File: config.mk
export PLATFORM = sky130hd
export DESIGN_NAME = sine_lut_sequencer
export DESIGN_NICKNAME = d
export VERILOG_FILES = /design/src/rtl/sine_pkg.sv /design/src/rtl/sample_tick_div.sv /design/src/rtl/sine_lut_sequencer.sv
export SDC_FILE = /design/constraint.sdc
export NUM_CORES = 1
export LEC_CHECK = 0
export ABC_CLOCK_PERIOD_IN_PS = 10200
export CAP_MARGIN = 20
export CORE_UTILIZATION = 55
export CTS_CLUSTER_DIAMETER = 40
export DETAILED_ROUTE_END_ITERATION = 16
export PLACE_DENSITY = 0.9
export SKIP_CTS_REPAIR_TIMING = 1
export SLEW_MARGIN = 20
export SYNTH_ARGS = -nofsm -noshare
export SYNTH_HDL_FRONTEND = slang
export SYNTH_SLANG_ARGS = --single-unit
File: constraint.sdc
create_clock -name CLK100MHZ -period 10.2 [get_ports CLK100MHZ]
set_clock_uncertainty 0.2 [all_clocks]
set_input_delay 1.53 -clock CLK100MHZ [delete_from_list [all_inputs] [get_ports CLK100MHZ]]
set_output_delay 1.53 -clock CLK100MHZ [all_outputs]
set_load 0.05 [all_outputs]
File: src/rtl/sine_pkg.sv
// Shared constants and helpers for the quarter-wave sine sequencer.
// Table geometry, BRAM timing, quadrant codes and FSM states live here.
package sine_pkg;

    localparam int ADDR_W      = 6;
    localparam int BRAM_ADDR_W = 8;
    localparam int DATA_W      = 11;
    localparam int BRAM_LAT    = 2;
    localparam int DIV_W       = 16;
    localparam int DIV_DEFAULT = 1493;

    typedef enum logic [1:0] {
        Q0 = 2'd0,
        Q1 = 2'd1,
        Q2 = 2'd2,
        Q3 = 2'd3
    } quad_t;

    typedef enum logic {
        IDLE = 1'b0,
        RUN  = 1'b1
    } state_t;

    // Odd quadrants walk the quarter table backwards (63 - offset).
    function automatic logic [ADDR_W-1:0] fold_addr(
        input logic [ADDR_W+1:0] ph
    );
        logic [ADDR_W-1:0] off;
        off = ph[ADDR_W-1:0];
        case (quad_t'(ph[ADDR_W+1:ADDR_W]))
            Q1, Q3:  fold_addr = ~off;
            default: fold_addr = off;
        endcase
    endfunction

    // The second half-wave is negative.
    function automatic logic is_neg(input logic [ADDR_W+1:0] ph);
        case (quad_t'(ph[ADDR_W+1:ADDR_W]))
            Q2, Q3:  is_neg = 1'b1;
            default: is_neg = 1'b0;
        endcase
    endfunction

endpackage

File: src/rtl/sample_tick_div.sv
// Loadable sample-period divider with synchronous clear and hold.
// The entry cycle counts as count 0 of the first period.
module sample_tick_div
    import sine_pkg::*;
#(
    parameter int W          = DIV_W,
    parameter int RST_PERIOD = DIV_DEFAULT
) (
    input  logic         CLK100MHZ,
    input  logic         rst,
    input  logic         run,
    input  logic         start,
    input  logic         clr,
    input  logic [W-1:0] div,
    output logic         tick
);

    logic [W-1:0] cnt;
    logic [W-1:0] per;
    logic [W-1:0] div_eff;
    logic [W-1:0] per_eff;
    logic [W-1:0] cnt_eff;

    assign div_eff = (div == '0) ? W'(1) : div;
    assign per_eff = start ? div_eff : per;
    assign cnt_eff = start ? '0 : cnt;
    assign tick    = run && (cnt_eff == per_eff - W'(1));

    // Count while running; reload the period at each wrap; clear wins.
    always_ff @(posedge CLK100MHZ or posedge rst) begin
        if (rst) begin
            cnt <= '0;
            per <= W'(RST_PERIOD);
        end else begin
            if (run) begin
                if (tick) begin
                    cnt <= '0;
                    per <= div_eff;
                end else begin
                    cnt <= cnt_eff + W'(1);
                    per <= per_eff;
                end
            end
            if (clr) begin
                cnt <= '0;
            end
        end
    end

endmodule

File: src/rtl/sine_lut_sequencer.sv
// Phase accumulator and read master for the quarter-wave sine BRAM.
// Folds phase into a table address and re-signs the returned magnitude.
module sine_lut_sequencer
    import sine_pkg::*;
(
    input  logic                   CLK100MHZ,
    input  logic                   rst,
    input  logic                   enable,
    input  logic                   phase_clr,
    input  logic [DIV_W-1:0]       div,
    input  logic [ADDR_W+1:0]      step,
    output logic                   bram_ena,
    output logic                   bram_wea,
    output logic [BRAM_ADDR_W-1:0] bram_addra,
    input  logic [DATA_W-1:0]      bram_douta,
    output logic signed [DATA_W:0] sample,
    output logic                   sample_valid,
    output logic [1:0]             quadrant
);

    state_t                 state;
    logic [ADDR_W+1:0]      phase;
    logic [ADDR_W+1:0]      rd_phase;
    logic                   tick;
    logic                   start;
    logic [BRAM_LAT:0]      pv;
    logic [BRAM_LAT:0]      ps;
    logic signed [DATA_W:0] mag;

    assign start    = enable && (state == IDLE);
    assign rd_phase = phase_clr ? '0 : phase;
    assign mag      = {1'b0, bram_douta};
    assign bram_wea = 1'b0;

    sample_tick_div #(
        .W          (DIV_W),
        .RST_PERIOD (DIV_DEFAULT)
    ) u_div (
        .CLK100MHZ (CLK100MHZ),
        .rst       (rst),
        .run       (enable),
        .start     (start),
        .clr       (phase_clr),
        .div       (div),
        .tick      (tick)
    );

    // Run/stop FSM; the BRAM is enabled only while running.
    always_ff @(posedge CLK100MHZ or posedge rst) begin
        if (rst) begin
            state    <= IDLE;
            bram_ena <= 1'b0;
        end else begin
            unique case (state)
                IDLE: if (enable) begin
                    state    <= RUN;
                    bram_ena <= 1'b1;
                end
                RUN: if (!enable) begin
                    state    <= IDLE;
                    bram_ena <= 1'b0;
                end
            endcase
        end
    end

    // Issue one read per tick and advance the phase accumulator.
    always_ff @(posedge CLK100MHZ or posedge rst) begin
        if (rst) begin
            phase      <= '0;
            bram_addra <= '0;
            quadrant   <= '0;
        end else if (tick) begin
            bram_addra <= BRAM_ADDR_W'(fold_addr(rd_phase));
            quadrant   <= rd_phase[ADDR_W+1:ADDR_W];
            phase      <= rd_phase + step;
        end else if (phase_clr) begin
            phase <= '0;
        end
    end

    // Carry valid and sign alongside the BRAM latency, then re-sign.
    always_ff @(posedge CLK100MHZ or posedge rst) begin
        if (rst) begin
            pv           <= '0;
            ps           <= '0;
            sample       <= '0;
            sample_valid <= 1'b0;
        end else begin
            pv           <= {pv[BRAM_LAT-1:0], tick};
            ps           <= {ps[BRAM_LAT-1:0], is_neg(rd_phase)};
            sample_valid <= pv[BRAM_LAT];
            if (pv[BRAM_LAT]) begin
                sample <= ps[BRAM_LAT] ? -mag : mag;
            end
        end
    end

endmodule

==> out/metrics.yaml, run 1 <==
finish:
  fill_cells: 622
  final_cells: 629
  seq_area_um2: 1740
  layout.nets: 573
  areaGrowthSynthToFinish_pct: 18.3
  multi_input_comb_area_um2: 2520
  layout-drive-gt1-share: 0.116
  fin_util: 0.677
  n_antenna_cell: 0
power_and_ir_drop:
  power.total_w: 0.000646
  clockPowerShare: 0.315
  power.switching_w: 0.000199
  power_density_nw_per_um2: 123
  p_seq_frac: 0.485
  vdd_drop_max_mv: 0.0740
  comb_power_share: 0.200
  p_int_w: 0.000447
  netSwitchingFraction: 0.307
  p_leak_nw: 2.19
clock_tree:
  cts_root_buf: "clkbuf_8"
  cts.htree.levels: 3
  clock_path_buffers: 2
  clock_latency_ps: 360
  clk_pin_slew_ps: 70
  cts_buffers: 9
  cts_tree: "built"
  cts.sinks: 69
die:
  num_rows: 32
  die_h_um: 91.9
  pin_count: 64
  dieArea_um2: 8440
  fp.dieW_um: 91.9
  coreArea_um2: 7770
  start_util: 0.572
synth:
  syn_inst: 472
  synth-seq-cells: 69
  syn_avg_cell_area_um2: 9.42
  synth_compound_area_frac: 0.117
  yosys_warnings: 0
  ys_seq_area_frac: 0.390
  synthSimpleGateAreaFrac: 0.198
  synth.area.mux_share: 0.113
  synth-adder-area-share: 0.0355
  synth_xor_area_frac: 0.101
  synth_top_family_by_area: "simple AND/OR/NAND/NOR gates"
  yosysUniqueCellTypes: 63
  synth_area_um2: 4440
  synth_flop_cell: "dfrtp_1"
  async_flop_share: 1.00
  synth_edf_count: 0
timing:
  finalSetupViolCount: 0
  grt_setup_unrepaired: "false"
  worst_pin_slew_ps: 863
  finalHoldViolations: 0
  period_needed_ps: 6290
  whs_ps: 151
  fmax_mhz: 159
  fin_crit_sh: 0.617
  setup_tns_ps: 0
  maxSlewHeadroom: 0.425
  drv_slew: 0
route:
  postRouteAntennaNets: 0
  wl_per_cell_um: 15.9
  drc: 0
  dr.first_iter.drc_count: 225
  wl_mm: 9.98
  drt_first_pass_iters: 6
  vias_per_cell: 5.91
  dr_total_vias: 3719
global_route:
  grt_pass1_vias: 3632
  overflow: 0
  antenna_found_initial: 0
  grt_max_degree: 70
  grt_usage: 0.252
  grt_pass1_wl_mm: 16.9
worst_setup_path:
  crit_required_ps: 10240
  critPathArrivalTime_ps: 6330
  cp-end-kind: "register"
  crit_path_start_kind: "primary input"
  path_class: "in -> reg"
  crit_path_max_fanout: 51
  r2r_slack_ps: 5560
placed_design:
  io_buffers: 60
  gp_congestion: 0.901
  dp_hpwl_mm: 6.87
  placed_cells: 613
run:
  drv_cap: 0
worst_hold_path:
  hp-class: "reg -> reg"
outcome:
  status: "complete, no violations"
cell type report:
cell class                 count  share of cell area
clock buffer                  11              0.0269
clock inverter                 5             0.00690
inverter                      17              0.0121
multi-input combinational    361               0.480
sequential                    69               0.330
tap                          102              0.0243
timing repair buffer          64               0.120
cell usage in the layout (no fill, tap or decap), drive strengths merged, types with 3 or more instances in the layout:
cell type      synthesis  final
clkinvlp               0      3
clkdlybuf4s50          0     60
o31ai                  3      3
or4                    3      3
nand4                  4      4
nor3                  15     15
mux2i                 13     13
nand2                 39     39
o21ai                 12     12
a2bb2oi                7      7
nor4                   6      6
conb                   1      3
clkbuf                16     11
nand2b                 5      5
ha                    11     11
a21oi                 26     26
mux2                  33     33
buf                   11      4
dfstp                  7      7
or3                   11     11
or4b                   5      5
a21o                   4      4
xor2                  25     25
nor2                  50     50
dfrtp                 62     62
nand3b                 3      3
xnor2                 26     26
nor2b                 13     13
and3                   3      3
nand3                  9      9
inv                   17     17
kinds of logic after synthesis:
logic type | Yosys count
AO/OA/AOI/OAI | 76
XOR/XNOR | 51
adder cells (fa/ha/maj) | 12
buffers and inverters | 44
flip-flops | 69
multiplexers | 46
other | 1
AND/OR/NAND/NOR | 173
state kept, by name, indices dropped and copies added, names as in the netlist:
| register | cells |
|---|---|
| bram_addra | 6 |
| bram_ena | 1 |
| phase | 8 |
| ps | 3 |
| pv | 3 |
| quadrant | 2 |
| sample | 12 |
| sample_valid | 1 |
| state | 1 |
| u_div.cnt | 16 |
| u_div.per | 16 |
power by group through the flow:
stage / sequential [W] / clock [W] / combinational, W
finish: 0.000313 / 0.000203 / 0.000129
global route: 0.000315 / 0.000221 / 0.000141
CTS: 0.000312 / 0.000207 / 0.000128
detailed placement: 0.000317 / 0 / 0.000127
global placement: 0.000316 / 0 / 0.000123
floorplan: 0.000316 / 0 / 0.0000844
synth_stat cells (5+ instances only):
| cell type | n | area share |
|---|---|---|
| mux2i_1 | 13 | 0.029 |
| mux2_1 | 10 | 0.025 |
| xor2_1 | 25 | 0.049 |
| buf_2 | 5 | 0.0056 |
| inv_1 | 17 | 0.014 |
| nand2b_1 | 5 | 0.0070 |
| a21oi_1 | 26 | 0.029 |
| dfrtp_1 | 62 | 0.35 |
| xnor2_1 | 26 | 0.051 |
| or3_1 | 11 | 0.015 |
| nand2_1 | 39 | 0.033 |
| o21ai_0 | 11 | 0.012 |
| dfstp_2 | 7 | 0.041 |
| nor2_1 | 50 | 0.042 |
| clkbuf_1 | 15 | 0.013 |
| mux2_2 | 23 | 0.058 |
| nor2b_1 | 13 | 0.018 |
| nor4_1 | 5 | 0.0070 |
| a2bb2oi_1 | 7 | 0.014 |
| nand3_1 | 9 | 0.010 |
| nor3_1 | 15 | 0.017 |
| ha_1 | 11 | 0.031 |
per-stage QoR:
| step | setup WS (ps) | cell area (um^2) |
|---|---|---|
| final | 3910 | 5260 |
| after global routing | 3740 | 5260 |
| after CTS | 4030 | 5260 |
| after detailed placement | 3710 | 5080 |
| after global placement | 3850 | 5080 |
| after floorplan | 4520 | 4450 |
worst paths after layout:
path / start / endpoint / cells after the start
setup / recovery: enable / u_div.per[5] / 14
hold / removal: ps[1] / ps[2] / 0
setup reg to reg: state / u_div.per[5] / 14
hold reg to reg: ps[1] / ps[2] / 0
max in group asynchronous: rst / u_div.cnt[9] / 3
min in group asynchronous: rst / sample[3] / 3
routing by layer:
metal  track usage  vias to the layer above  wire length, um
met4         0.102                        0              221
met1         0.329                     1765             4220
met5             0                        -                0
met2         0.413                      173             4780
li1              -                     1753                -
met3        0.0481                       28              756
critical path, stage by stage:
cell	delay [ps]
clkdlybuf4s50_1	820
ha_1	250
buf_4	430
mux2i_1	260
ha_1	280
o2111ai_1	260
nor3_1	350
xor2_1	160
a221oi_1	360
o2111ai_2	190
nor4_4	300
buf_4	380
o21ai_2	330
mux2_1	410
Note: power is estimated with default switching activity, not from simulation.
==> inputs of run 2 (changes only) <==
--- a/config.mk
+++ b/config.mk
@@ -5,12 +5,12 @@
 export SDC_FILE = /design/constraint.sdc
 export NUM_CORES = 1
 export LEC_CHECK = 0
-export ABC_CLOCK_PERIOD_IN_PS = 10200
+export ABC_CLOCK_PERIOD_IN_PS = 5770
 export CAP_MARGIN = 20
-export CORE_UTILIZATION = 55
+export CORE_UTILIZATION = 50
 export CTS_CLUSTER_DIAMETER = 40
 export DETAILED_ROUTE_END_ITERATION = 16
-export PLACE_DENSITY = 0.9
+export PLACE_DENSITY = 0.86
 export SKIP_CTS_REPAIR_TIMING = 1
 export SLEW_MARGIN = 20
 export SYNTH_ARGS = -nofsm -noshare
==> constraint.sdc (replaced) <==
create_clock -name CLK100MHZ -period 5.77 [get_ports CLK100MHZ]
set_clock_uncertainty 0.2 [all_clocks]
set_input_delay 0.8655 -clock CLK100MHZ [delete_from_list [all_inputs] [get_ports CLK100MHZ]]
set_output_delay 0.8655 -clock CLK100MHZ [all_outputs]
set_load 0.05 [all_outputs]
==> run 2 against run 1 <==
  * Setup slack worse by 3200 ps
  * Wire length up 0.56%
  * Worst hold slack got worse by 5.4 ps
  * Count of clock-buffer cells in the layout down 1
  * Critical path type unchanged
  * Largest power group unchanged
==> out/metrics.yaml, run 2 (same netlist as run 1, synthesis figures left out) <==
global_route:
  grt_pass1_vias: 3613
  grt_max_degree: 61
  antenna_found_initial: 0
  overflow: 0
  grt_usage: 0.238
  grt_pass1_wl_mm: 16.9
worst_setup_path:
  reg2reg_depth: 14
  path_class: "in -> reg"
  crit_path_start_kind: "primary input"
  crit_path_max_fanout: 16
  crit_required_ps: 5800
  critPathArrivalTime_ps: 5090
  rr_startpoint: "state"
  cp-end-kind: "register"
  r2r_end: "u_div.per[15]"
  r2r_slack_ps: 1600
timing:
  setup_ws_ps: 712
  period_needed_ps: 5060
  finalSetupViolCount: 0
  worst_pin_slew_ps: 910
  grt_setup_unrepaired: "false"
  maxSlewHeadroom: 0.393
  setup_tns_ps: 0
  fin_crit_sh: 0.877
  finalHoldViolations: 0
  drv_slew: 0
  fmax_mhz: 198
outcome:
  status: "complete, no violations"
clock_tree:
  cts_tree: "built"
  cts_buffers: 9
  clk_pin_slew_ps: 80
  cts_root_buf: "clkbuf_8"
  clock_latency_ps: 350
  cts.sinks: 69
  clock_path_buffers: 2
  cts.htree.levels: 3
power_and_ir_drop:
  clockPowerShare: 0.339
  p_seq_frac: 0.465
  netSwitchingFraction: 0.295
  comb_power_share: 0.196
  p_leak_nw: 2.22
  power_density_nw_per_um2: 223
  power.switching_w: 0.000349
  p_int_w: 0.000835
  vdd_drop_max_mv: 0.112
die:
  dieArea_um2: 9270
  die_h_um: 96.3
  coreArea_um2: 8680
  pin_count: 64
  num_rows: 34
  start_util: 0.512
  fp.dieW_um: 96.3
placed_design:
  post-place-ws_ps: 502
  dp_hpwl_mm: 7.15
  gp_congestion: 0.883
  io_buffers: 60
route:
  wl_per_cell_um: 15.8
  wl_mm: 10.0
  vias_per_cell: 5.73
  postRouteAntennaNets: 0
  dr_total_vias: 3649
  drc: 0
  drt_first_pass_iters: 4
  dr.first_iter.drc_count: 299
finish:
  reg_top3: "u_div.cnt: 16 flops, u_div.per: 16 flops, sample: 12 flops"
  final_common_cell: "dfrtp_1"
  layout-drive-gt1-share: 0.121
  layout.nets: 576
  layout.cells.most_common_list: "dfrtp_1, clkdlybuf4s50_1, nor2_1"
  n_antenna_cell: 0
  areaGrowthSynthToFinish_pct: 19.7
worst_hold_path:
  hp-class: "reg -> reg"
  min_from: "ps[1]"
  holdPathStages: 0
  hold_end: "ps[2]"
run:
  drv_cap: 0
==> run 2: cell count changes in the layout (fill, tap and decap cells not counted), sizes merged <==
cell      before  now
buf            4    7
bufinv         0    1
clkbuf        11   10
clkinv         2    1
clkinvlp       3    2
inv           17   18
==> run 2: metrics by stage <==
step	total power (W)	std cells	cell area, um^2	hold slack (ps)	util
finish	0.00118	637	5320	146	0.613
global route	0.00124	637	5320	150	0.613
CTS	0.00119	637	5320	142	0.613
floorplan	0.000708	474	4450	131	-
global placement	0.000780	622	5120	132	0.590
detailed placement	0.000789	622	5120	136	0.590
==> run 2: worst max path at each step <==
| stage | from | slack [ps] | end |
|---|---|---|---|
| after floorplan | enable | 760 | bram_addra[0] |
| after global placement | div[7] | 670 | phase[2] |
| after detailed placement | div[7] | 500 | u_div.per[15] |
| after CTS | div[7] | 840 | phase[0] |
| after global routing | div[7] | 500 | bram_addra[0] |
| final | div[7] | 710 | u_div.per[15] |
==> run 2: layout make-up <==
| type | instances | area [um^2] |
|---|---|---|
| inverter | 17 | 63.8 |
| sequential | 69 | 1740 |
| tap | 108 | 135 |
| multi-input combinational | 361 | 2520 |
| clock inverter | 5 | 58.8 |
| fill | 721 | 3360 |
| clock buffer | 10 | 138 |
| timing repair buffer | 67 | 666 |
==> run 2: power groups by stage <==
stage          sequential, W  clock [W]  combinational, W
6_report            0.000551   0.000402          0.000232
3_3_place_gp        0.000558          0          0.000222
3_5_place_dp        0.000559          0          0.000230
2_1_floorplan       0.000559          0          0.000149
4_1_cts             0.000550   0.000412          0.000232
5_1_grt             0.000556   0.000433          0.000255
==> run 2: worst max-delay path, cell delays in order <==
cell and delay (ps):
clkdlybuf4s50_1 520, nor4_1 500, nand4_1 250, nor3_1 250
nor2_1 120, nand2_1 80, o21ai_0 80, ha_1 270
o2111ai_1 210, nor3_1 110, xor2_1 230, a221oi_1 130
o2111ai_2 260, nor4_4 90, o21ai_2 710, mux2_1 410
==> run 2: metal layers <==
metal	part of all wire	GRT usage	up-vias	wire length, um
met3	0.051	0.0513	17	515
met1	0.44	0.310	1771	4420
met4	0.020	0.0908	0	197
met2	0.49	0.387	102	4900
met5	0	0	-	0
li1	-	-	1759	-
